[src/rtl/debug_wb_pkg.sv]
// Shared types and constants for the debug Wishbone master: FSM encoding,
// timeout default and the saturating cycle-counter helper.
package debug_wb_pkg;

    typedef enum logic [1:0] {
        StIdle = 2'd0,
        StReq  = 2'd1,
        StWait = 2'd2,
        StResp = 2'd3
    } state_e;

    localparam int unsigned TimeoutDefault = 255;
    localparam int unsigned CntW           = 16;

    function automatic logic [CntW-1:0] sat_inc(input logic [CntW-1:0] v);
        return (&v) ? v : v + 1'b1;
    endfunction

endpackage

[src/rtl/debug_master_wb_if.sv]
// Command/response handshake plus Wishbone pipelined master bus, bundled so
// the debug master and its environment share a single port.
interface debug_master_wb_if;

    logic        cmd_valid;
    logic        cmd_ready;
    logic        cmd_we;
    logic [31:0] cmd_adr;
    logic [31:0] cmd_dat;
    logic [3:0]  cmd_sel;

    logic        rsp_valid;
    logic        rsp_ready;
    logic [31:0] rsp_dat;
    logic        rsp_err;
    logic        rsp_timeout;

    logic        wb_cyc_o;
    logic        wb_stb_o;
    logic        wb_we_o;
    logic [31:0] wb_adr_o;
    logic [31:0] wb_dat_o;
    logic [3:0]  wb_sel_o;
    logic        wb_stall_i;
    logic        wb_ack_i;
    logic        wb_err_i;
    logic [31:0] wb_dat_i;

    modport master (
        input  cmd_valid, cmd_we, cmd_adr, cmd_dat, cmd_sel,
        output cmd_ready,
        output rsp_valid, rsp_dat, rsp_err, rsp_timeout,
        input  rsp_ready,
        output wb_cyc_o, wb_stb_o, wb_we_o, wb_adr_o, wb_dat_o, wb_sel_o,
        input  wb_stall_i, wb_ack_i, wb_err_i, wb_dat_i
    );

    modport slave (
        output cmd_valid, cmd_we, cmd_adr, cmd_dat, cmd_sel,
        input  cmd_ready,
        input  rsp_valid, rsp_dat, rsp_err, rsp_timeout,
        output rsp_ready,
        input  wb_cyc_o, wb_stb_o, wb_we_o, wb_adr_o, wb_dat_o, wb_sel_o,
        output wb_stall_i, wb_ack_i, wb_err_i, wb_dat_i
    );

endinterface

[src/rtl/debug_master_wb.sv]
// Single-outstanding debug bus master: turns one command into one Wishbone
// pipelined transfer and returns data, bus error or timeout as a response.
module debug_master_wb
    import debug_wb_pkg::*;
#(
    parameter int unsigned TIMEOUT_CYCLES = TimeoutDefault
) (
    input logic               wb_clk_i,
    input logic               wb_rst_ni,
    debug_master_wb_if.master bus
);

    localparam logic [CntW:0] TimeoutLim = (CntW + 1)'(TIMEOUT_CYCLES);

    state_e          state_q, state_d;
    logic [CntW-1:0] cnt_q, cnt_d;
    logic            we_q, we_d;
    logic [31:0]     adr_q, adr_d;
    logic [31:0]     dat_q, dat_d;
    logic [3:0]      sel_q, sel_d;
    logic [31:0]     rdat_q, rdat_d;
    logic            err_q, err_d;
    logic            to_q, to_d;

    logic sample, got_ack, got_err, expire;

    // Ack/err only count once the request has been accepted (no stall).
    assign sample  = (state_q == StWait) || ((state_q == StReq) && !bus.wb_stall_i);
    assign got_ack = sample && bus.wb_ack_i;
    assign got_err = sample && bus.wb_err_i;
    // True on the cycle that completes TIMEOUT_CYCLES spent in REQ+WAIT.
    assign expire  = ({1'b0, cnt_q} + 1'b1) >= TimeoutLim;

    always_comb begin
        state_d = state_q;
        cnt_d   = cnt_q;
        we_d    = we_q;
        adr_d   = adr_q;
        dat_d   = dat_q;
        sel_d   = sel_q;
        rdat_d  = rdat_q;
        err_d   = err_q;
        to_d    = to_q;

        unique case (state_q)
            StIdle: begin
                if (bus.cmd_valid) begin
                    we_d    = bus.cmd_we;
                    adr_d   = bus.cmd_adr;
                    dat_d   = bus.cmd_dat;
                    sel_d   = bus.cmd_sel;
                    cnt_d   = '0;
                    state_d = StReq;
                end
            end
            StReq, StWait: begin
                cnt_d = sat_inc(cnt_q);
                if (got_err) begin
                    rdat_d  = '0;
                    err_d   = 1'b1;
                    to_d    = 1'b0;
                    state_d = StResp;
                end else if (got_ack) begin
                    rdat_d  = we_q ? 32'h0 : bus.wb_dat_i;
                    err_d   = 1'b0;
                    to_d    = 1'b0;
                    state_d = StResp;
                end else if (expire) begin
                    rdat_d  = '0;
                    err_d   = 1'b1;
                    to_d    = 1'b1;
                    state_d = StResp;
                end else if ((state_q == StReq) && !bus.wb_stall_i) begin
                    state_d = StWait;
                end
            end
            StResp: begin
                if (bus.rsp_ready) begin
                    state_d = StIdle;
                end
            end
            default: state_d = StIdle;
        endcase
    end

    always_ff @(posedge wb_clk_i or negedge wb_rst_ni) begin
        if (!wb_rst_ni) begin
            state_q <= StIdle;
            cnt_q   <= '0;
            we_q    <= 1'b0;
            adr_q   <= '0;
            dat_q   <= '0;
            sel_q   <= '0;
            rdat_q  <= '0;
            err_q   <= 1'b0;
            to_q    <= 1'b0;
        end else begin
            state_q <= state_d;
            cnt_q   <= cnt_d;
            we_q    <= we_d;
            adr_q   <= adr_d;
            dat_q   <= dat_d;
            sel_q   <= sel_d;
            rdat_q  <= rdat_d;
            err_q   <= err_d;
            to_q    <= to_d;
        end
    end

    assign bus.cmd_ready   = (state_q == StIdle) && wb_rst_ni;
    assign bus.rsp_valid   = (state_q == StResp);
    assign bus.rsp_dat     = rdat_q;
    assign bus.rsp_err     = err_q;
    assign bus.rsp_timeout = to_q;
    assign bus.wb_cyc_o    = (state_q == StReq) || (state_q == StWait);
    assign bus.wb_stb_o    = (state_q == StReq);
    assign bus.wb_we_o     = we_q;
    assign bus.wb_adr_o    = adr_q;
    assign bus.wb_dat_o    = dat_q;
    assign bus.wb_sel_o    = sel_q;

endmodule

[src/flat_wrapper.sv]
// flat-port wrapper written by rule: the top's interface ports become plain ports
module debug_master_wb_flat import debug_wb_pkg::*;
#(
    parameter int unsigned TIMEOUT_CYCLES = TimeoutDefault
)
  (wb_clk_i, wb_rst_ni, bus_cmd_valid, bus_cmd_we, bus_cmd_adr, bus_cmd_dat, bus_cmd_sel, bus_cmd_ready, bus_rsp_valid, bus_rsp_dat, bus_rsp_err, bus_rsp_timeout, bus_rsp_ready, bus_wb_cyc_o, bus_wb_stb_o, bus_wb_we_o, bus_wb_adr_o, bus_wb_dat_o, bus_wb_sel_o, bus_wb_stall_i, bus_wb_ack_i, bus_wb_err_i, bus_wb_dat_i);
  debug_master_wb_if bus_i ();
  input logic wb_clk_i;
  input logic wb_rst_ni;
  input wire logic [$bits(bus_i.cmd_valid)-1:0] bus_cmd_valid;
  input wire logic [$bits(bus_i.cmd_we)-1:0] bus_cmd_we;
  input wire logic [$bits(bus_i.cmd_adr)-1:0] bus_cmd_adr;
  input wire logic [$bits(bus_i.cmd_dat)-1:0] bus_cmd_dat;
  input wire logic [$bits(bus_i.cmd_sel)-1:0] bus_cmd_sel;
  output wire logic [$bits(bus_i.cmd_ready)-1:0] bus_cmd_ready;
  output wire logic [$bits(bus_i.rsp_valid)-1:0] bus_rsp_valid;
  output wire logic [$bits(bus_i.rsp_dat)-1:0] bus_rsp_dat;
  output wire logic [$bits(bus_i.rsp_err)-1:0] bus_rsp_err;
  output wire logic [$bits(bus_i.rsp_timeout)-1:0] bus_rsp_timeout;
  input wire logic [$bits(bus_i.rsp_ready)-1:0] bus_rsp_ready;
  output wire logic [$bits(bus_i.wb_cyc_o)-1:0] bus_wb_cyc_o;
  output wire logic [$bits(bus_i.wb_stb_o)-1:0] bus_wb_stb_o;
  output wire logic [$bits(bus_i.wb_we_o)-1:0] bus_wb_we_o;
  output wire logic [$bits(bus_i.wb_adr_o)-1:0] bus_wb_adr_o;
  output wire logic [$bits(bus_i.wb_dat_o)-1:0] bus_wb_dat_o;
  output wire logic [$bits(bus_i.wb_sel_o)-1:0] bus_wb_sel_o;
  input wire logic [$bits(bus_i.wb_stall_i)-1:0] bus_wb_stall_i;
  input wire logic [$bits(bus_i.wb_ack_i)-1:0] bus_wb_ack_i;
  input wire logic [$bits(bus_i.wb_err_i)-1:0] bus_wb_err_i;
  input wire logic [$bits(bus_i.wb_dat_i)-1:0] bus_wb_dat_i;
  assign bus_i.cmd_valid = bus_cmd_valid;
  assign bus_i.cmd_we = bus_cmd_we;
  assign bus_i.cmd_adr = bus_cmd_adr;
  assign bus_i.cmd_dat = bus_cmd_dat;
  assign bus_i.cmd_sel = bus_cmd_sel;
  assign bus_cmd_ready = bus_i.cmd_ready;
  assign bus_rsp_valid = bus_i.rsp_valid;
  assign bus_rsp_dat = bus_i.rsp_dat;
  assign bus_rsp_err = bus_i.rsp_err;
  assign bus_rsp_timeout = bus_i.rsp_timeout;
  assign bus_i.rsp_ready = bus_rsp_ready;
  assign bus_wb_cyc_o = bus_i.wb_cyc_o;
  assign bus_wb_stb_o = bus_i.wb_stb_o;
  assign bus_wb_we_o = bus_i.wb_we_o;
  assign bus_wb_adr_o = bus_i.wb_adr_o;
  assign bus_wb_dat_o = bus_i.wb_dat_o;
  assign bus_wb_sel_o = bus_i.wb_sel_o;
  assign bus_i.wb_stall_i = bus_wb_stall_i;
  assign bus_i.wb_ack_i = bus_wb_ack_i;
  assign bus_i.wb_err_i = bus_wb_err_i;
  assign bus_i.wb_dat_i = bus_wb_dat_i;
  debug_master_wb #(.TIMEOUT_CYCLES(TIMEOUT_CYCLES)) u_core (.wb_clk_i(wb_clk_i), .wb_rst_ni(wb_rst_ni), .bus(bus_i));
endmodule
[config.mk]
export PLATFORM = sky130hd
export DESIGN_NAME = debug_master_wb_flat
export DESIGN_NICKNAME = d
export VERILOG_FILES = /design/src/rtl/debug_wb_pkg.sv /design/src/rtl/debug_master_wb_if.sv /design/src/rtl/debug_master_wb.sv /design/src/flat_wrapper.sv
export SDC_FILE = /design/constraint.sdc
export NUM_CORES = 1
export LEC_CHECK = 0
export BUFFER_PORTS_ARGS = -buffer_cell sky130_fd_sc_hd__buf_2
export CELL_PAD_IN_SITES_DETAIL_PLACEMENT = 0
export CELL_PAD_IN_SITES_GLOBAL_PLACEMENT = 2
export CORE_MARGIN = 10
export CORE_UTILIZATION = 27
export CTS_CLUSTER_SIZE = 30
export DETAILED_ROUTE_END_ITERATION = 10
export GPL_TIMING_DRIVEN = 0
export PLACE_DENSITY = 0.83
export SLEW_MARGIN = 40
export SYNTH_ARGS = -nofsm -noshare
export SYNTH_HDL_FRONTEND = slang
export SYNTH_SLANG_ARGS = --single-unit
[constraint.sdc]
create_clock -name wb_clk_i -period 2.4 [get_ports wb_clk_i]
set_clock_uncertainty 0.15 [all_clocks]
set_input_delay 0.48 -clock wb_clk_i [delete_from_list [all_inputs] [get_ports wb_clk_i]]
set_output_delay 0.48 -clock wb_clk_i [all_outputs]
set_load 0.005 [all_outputs]
==> impl_results.md <==
- Status: complete, but fails checks
- Failing checks: negative hold slack, negative setup slack
- GR Util All Layers: 12.85%
- RSZ-0062 raised after global routing: true
- Area share of the largest cell type after synthesis: 57.33%
- R2R cell count: 10
- Fin area: 0.007885 mm^2
- Placed inst area: 0.006771 mm^2
- Clk_lat worst skew: 0.42 ns
- TritonCTS Buffers: 17
- Critical R2R Launch: u_core.cnt_q[1]
- Setup TNS: -0.1001 ns
- DRT antenna net count: 0
- Die H: 159.9 um
- Vias in the first global route: 4534
- Period utilization: 100.6%
- Port bufs: 214
- MaxCap Viol Count: 0
- Routed len/inst: 17.83 um
- Initial Util: 27.32%
- First-pass GRT wire length: 26360 um
- Relative slew slack: 57.83%
- Critical Path End Type: register
- Place WS: -0.4233 ns
- Power Density: 1297 mW/mm^2
- Crit path launch type: register
- Antenna violations before repair: 1
- Crit. Startpoint: u_core.cnt_q[1]
- VDD IR max: 0.0004625 V
- TritonCTS clock tree: done
- Worst path required time: 2.56 ns
- Critical path class: reg2reg
- Setup crit end: u_core.bus.rsp_dat[23]
- Number of synthesized flops with an enable pin: 0
- Share of cells above drive strength 1: 61.38%
- Nets@finish: 770
- Fraction of the mapped netlist area in compound gates: 13.84%
- Syn nets: 522
- Post-synthesis simple-gate area fraction: 7.415%
- Row count: 51
- Via count: 4239
- XOR/XNOR Fraction of Synth Area: 0.9713%
- Top post-synthesis cells by area: dfrtp_1, mux2_2, a22o_2
- Sequential Power Share: 32.4%
- Worst hold margin: -0.1620 ns
- Main combinational cell family by area after synthesis: multiplexers
- Sw Ratio: 34.35%
- Mux share of post-synthesis cell area: 15.47%
- Die Width: 159.9 um
- Root Driver: clkbuf_16
- Vias/cell: 4.543
- Clock network fraction of total power: 26.2%
- Worst Setup Slack, final: -0.01548 ns
- Pin count of the biggest net entering global routing: 63
- Residual DRC: 0
- Detailed placer's ending HPWL: 12340 um
- Area Overhead vs Synth: 49.30%
- Final Setup Violations: 12
- I/O Pins: 215
- Synth warn: 0
- Top_reg_cell synth: dfrtp_1
- Syn Area/Cell: 12.94 um^2
- Arrival time worst endpoint: 2.57 ns
- DR iter-0 viols: 229
- Die area: 0.02556 mm^2
- FMAX: 414.0 MHz
- Synth Register Bits: 121
- Flop2flop setup slack: -0.02 ns
- Initial DRT Pass Iterations: 4
- Synth Instances: 408
- Static Leak: 3.925 nW
- Hold Fails Final Rpt: 60
- WL final: 16640 um
- Internal: 6.715 mW
- Async set or reset register ratio after synthesis: 100.0%
- RR Endpoint: u_core.bus.rsp_dat[23]
- Core Box Area: 0.01933 mm^2
- Slew @ Worst Pin: 0.6326 ns
- Tmin final: 2.415 ns
- Routability cong.: 0.8213
- Max Root-Sink Buffers: 2
- Cell accounting for the most synthesized area: dfrtp_1
- Fin. max-slew vios: 0
- Hold crit path type: in2async
- Clock net sink count: 121
- Final global-route overflow total: 0
- Post-synthesis cell area: 0.005281 mm^2
- Seq/Total Area, Yosys: 57.33%
- Adder-cell area share of the yosys netlist: 1.421%
- Clock H-tree levels: 4
- CTS clk-pin slew, worst paths: 0.06 ns
- Distinct cells, synth: 47
- NetSw: 3.513 mW
- Comb pwr share: 41.3%
- Critical-path maximum fanout: 7
- # diodes: 0
[power by group through the flow]
stage / Sequential, mW / Combinational [mW] / Clock [mW]
floorplan: 3.37 / 1.90 / 0
global placement: 3.29 / 3.48 / 0
detailed placement: 3.34 / 3.55 / 0
CTS: 3.31 / 4.06 / 2.75
global route: 3.43 / 4.61 / 2.85
finish: 3.32 / 4.23 / 2.68
[worst max-delay path, stage by stage (launching register included)]
cell,delay [ns]
dfrtp_2,0.42
ha_4,0.17
nand3_4,0.10
buf_8,0.16
o21ai_4,0.14
a31oi_2,0.11
nor4_4,0.40
o31ai_4,0.13
buf_12,0.16
clkbuf_16,0.15
a22o_4,0.21
[sequential cells by signal (all words and copies together), names as in the netlist]
register	flops
u_core.bus.rsp_dat	32
u_core.bus.rsp_err	1
u_core.bus.rsp_timeout	1
u_core.cnt_q	16
u_core.state_q	2
u_core.bus.wb_we_o	1
u_core.bus.wb_dat_o	32
u_core.bus.wb_sel_o	4
u_core.bus.wb_adr_o	32
[per-layer routing]
metal / wire length (um) / vias to the layer above / GRT usage (%)
li1: - / 2004 / -
met4: 328 / 2 / 4.716
met1: 7039 / 2059 / 15.38
met3: 1011 / 24 / 4.190
met5: 13 / - / 0
met2: 8244 / 150 / 21.13
[cell usage in the layout, fill, tap and decap left out, types with 3 or more instances in the layout]
cell type,n
bufinv_16,3
mux2_2,69
dfrtp_1,118
clkbuf_16,18
buf_8,5
clkbuf_2,3
buf_2,216
xnor2_1,3
clkbuf_4,3
inv_1,9
ha_1,4
a22o_1,15
o31ai_1,6
nor3_1,5
nand2_1,23
buf_4,17
a22o_4,17
nand3_1,7
nor2_1,6
o21ai_0,20
buf_1,5
mux2i_1,4
clkinvlp_4,3
nand4_4,4
nor4_4,6
a22o_2,8
dfrtp_2,3
a21oi_1,8
inv_6,6
[per-stage QoR]
step / utilization, % / cells / power, mW
after floorplan: - / 408 / 5.275
after global placement: 34.76 / 887 / 6.767
after detailed placement: 35.02 / 888 / 6.888
after CTS: 39.77 / 931 / 10.12
after global routing: 40.78 / 933 / 10.88
final: 40.78 / 933 / 10.23
[what timing repair did]
item,in CTS,in global routing
gates resized for setup,35,32
endpoints found under the hold margin,60,60
pin swaps,11,5
endpoints found under the setup margin,61,112
buffers inserted,10,3
cloned,3,1
[final cells by class]
type	count	area, um^2
fill	1828	11450
tap	265	331.6
inverter	10	37.54
timing repair buffer	231	1280
clock buffer	17	425.4
clock inverter	14	187.7
multi-input combinational	250	2412
sequential	121	3032
buffer	25	178.9
[cell families (layout without fill, tap and decap cells)]
kind of cell,count (synthesis),in the layout
flops,121,121
simple gates,71,72
compound gates,94,94
buf+inv,38,297
fa+ha+maj,6,6
mux,73,73
xor+xnor,5,5
[worst min path at each step]
stage | slack (ns) | start | endpoint
after floorplan | 0.03 | wb_rst_ni | u_core.bus.rsp_dat[0]
after CTS | -0.15 | wb_rst_ni | u_core.bus.rsp_dat[6]
after global routing | -0.14 | wb_rst_ni | u_core.bus.rsp_dat[26]
after detailed placement | 0.30 | wb_rst_ni | u_core.bus.rsp_dat[6]
final | -0.16 | wb_rst_ni | u_core.bus.rsp_dat[6]
after global placement | 0.33 | u_core.bus.rsp_dat[15] | u_core.bus.rsp_dat[15]
[Yosys cell counts (5+ instances only)]
master / n
mux2_2: 69
a22o_2: 25
nor3_1: 6
a21oi_1: 9
dfrtp_1: 121
o31ai_1: 6
buf_1: 7
a22o_1: 15
inv_1: 9
nand3_1: 8
nor4_1: 7
nor2_1: 7
buf_4: 5
o21ai_0: 22
clkbuf_1: 10
ha_1: 6
nand2_1: 25
No activity file was read; power rests on OpenSTA's default activity.
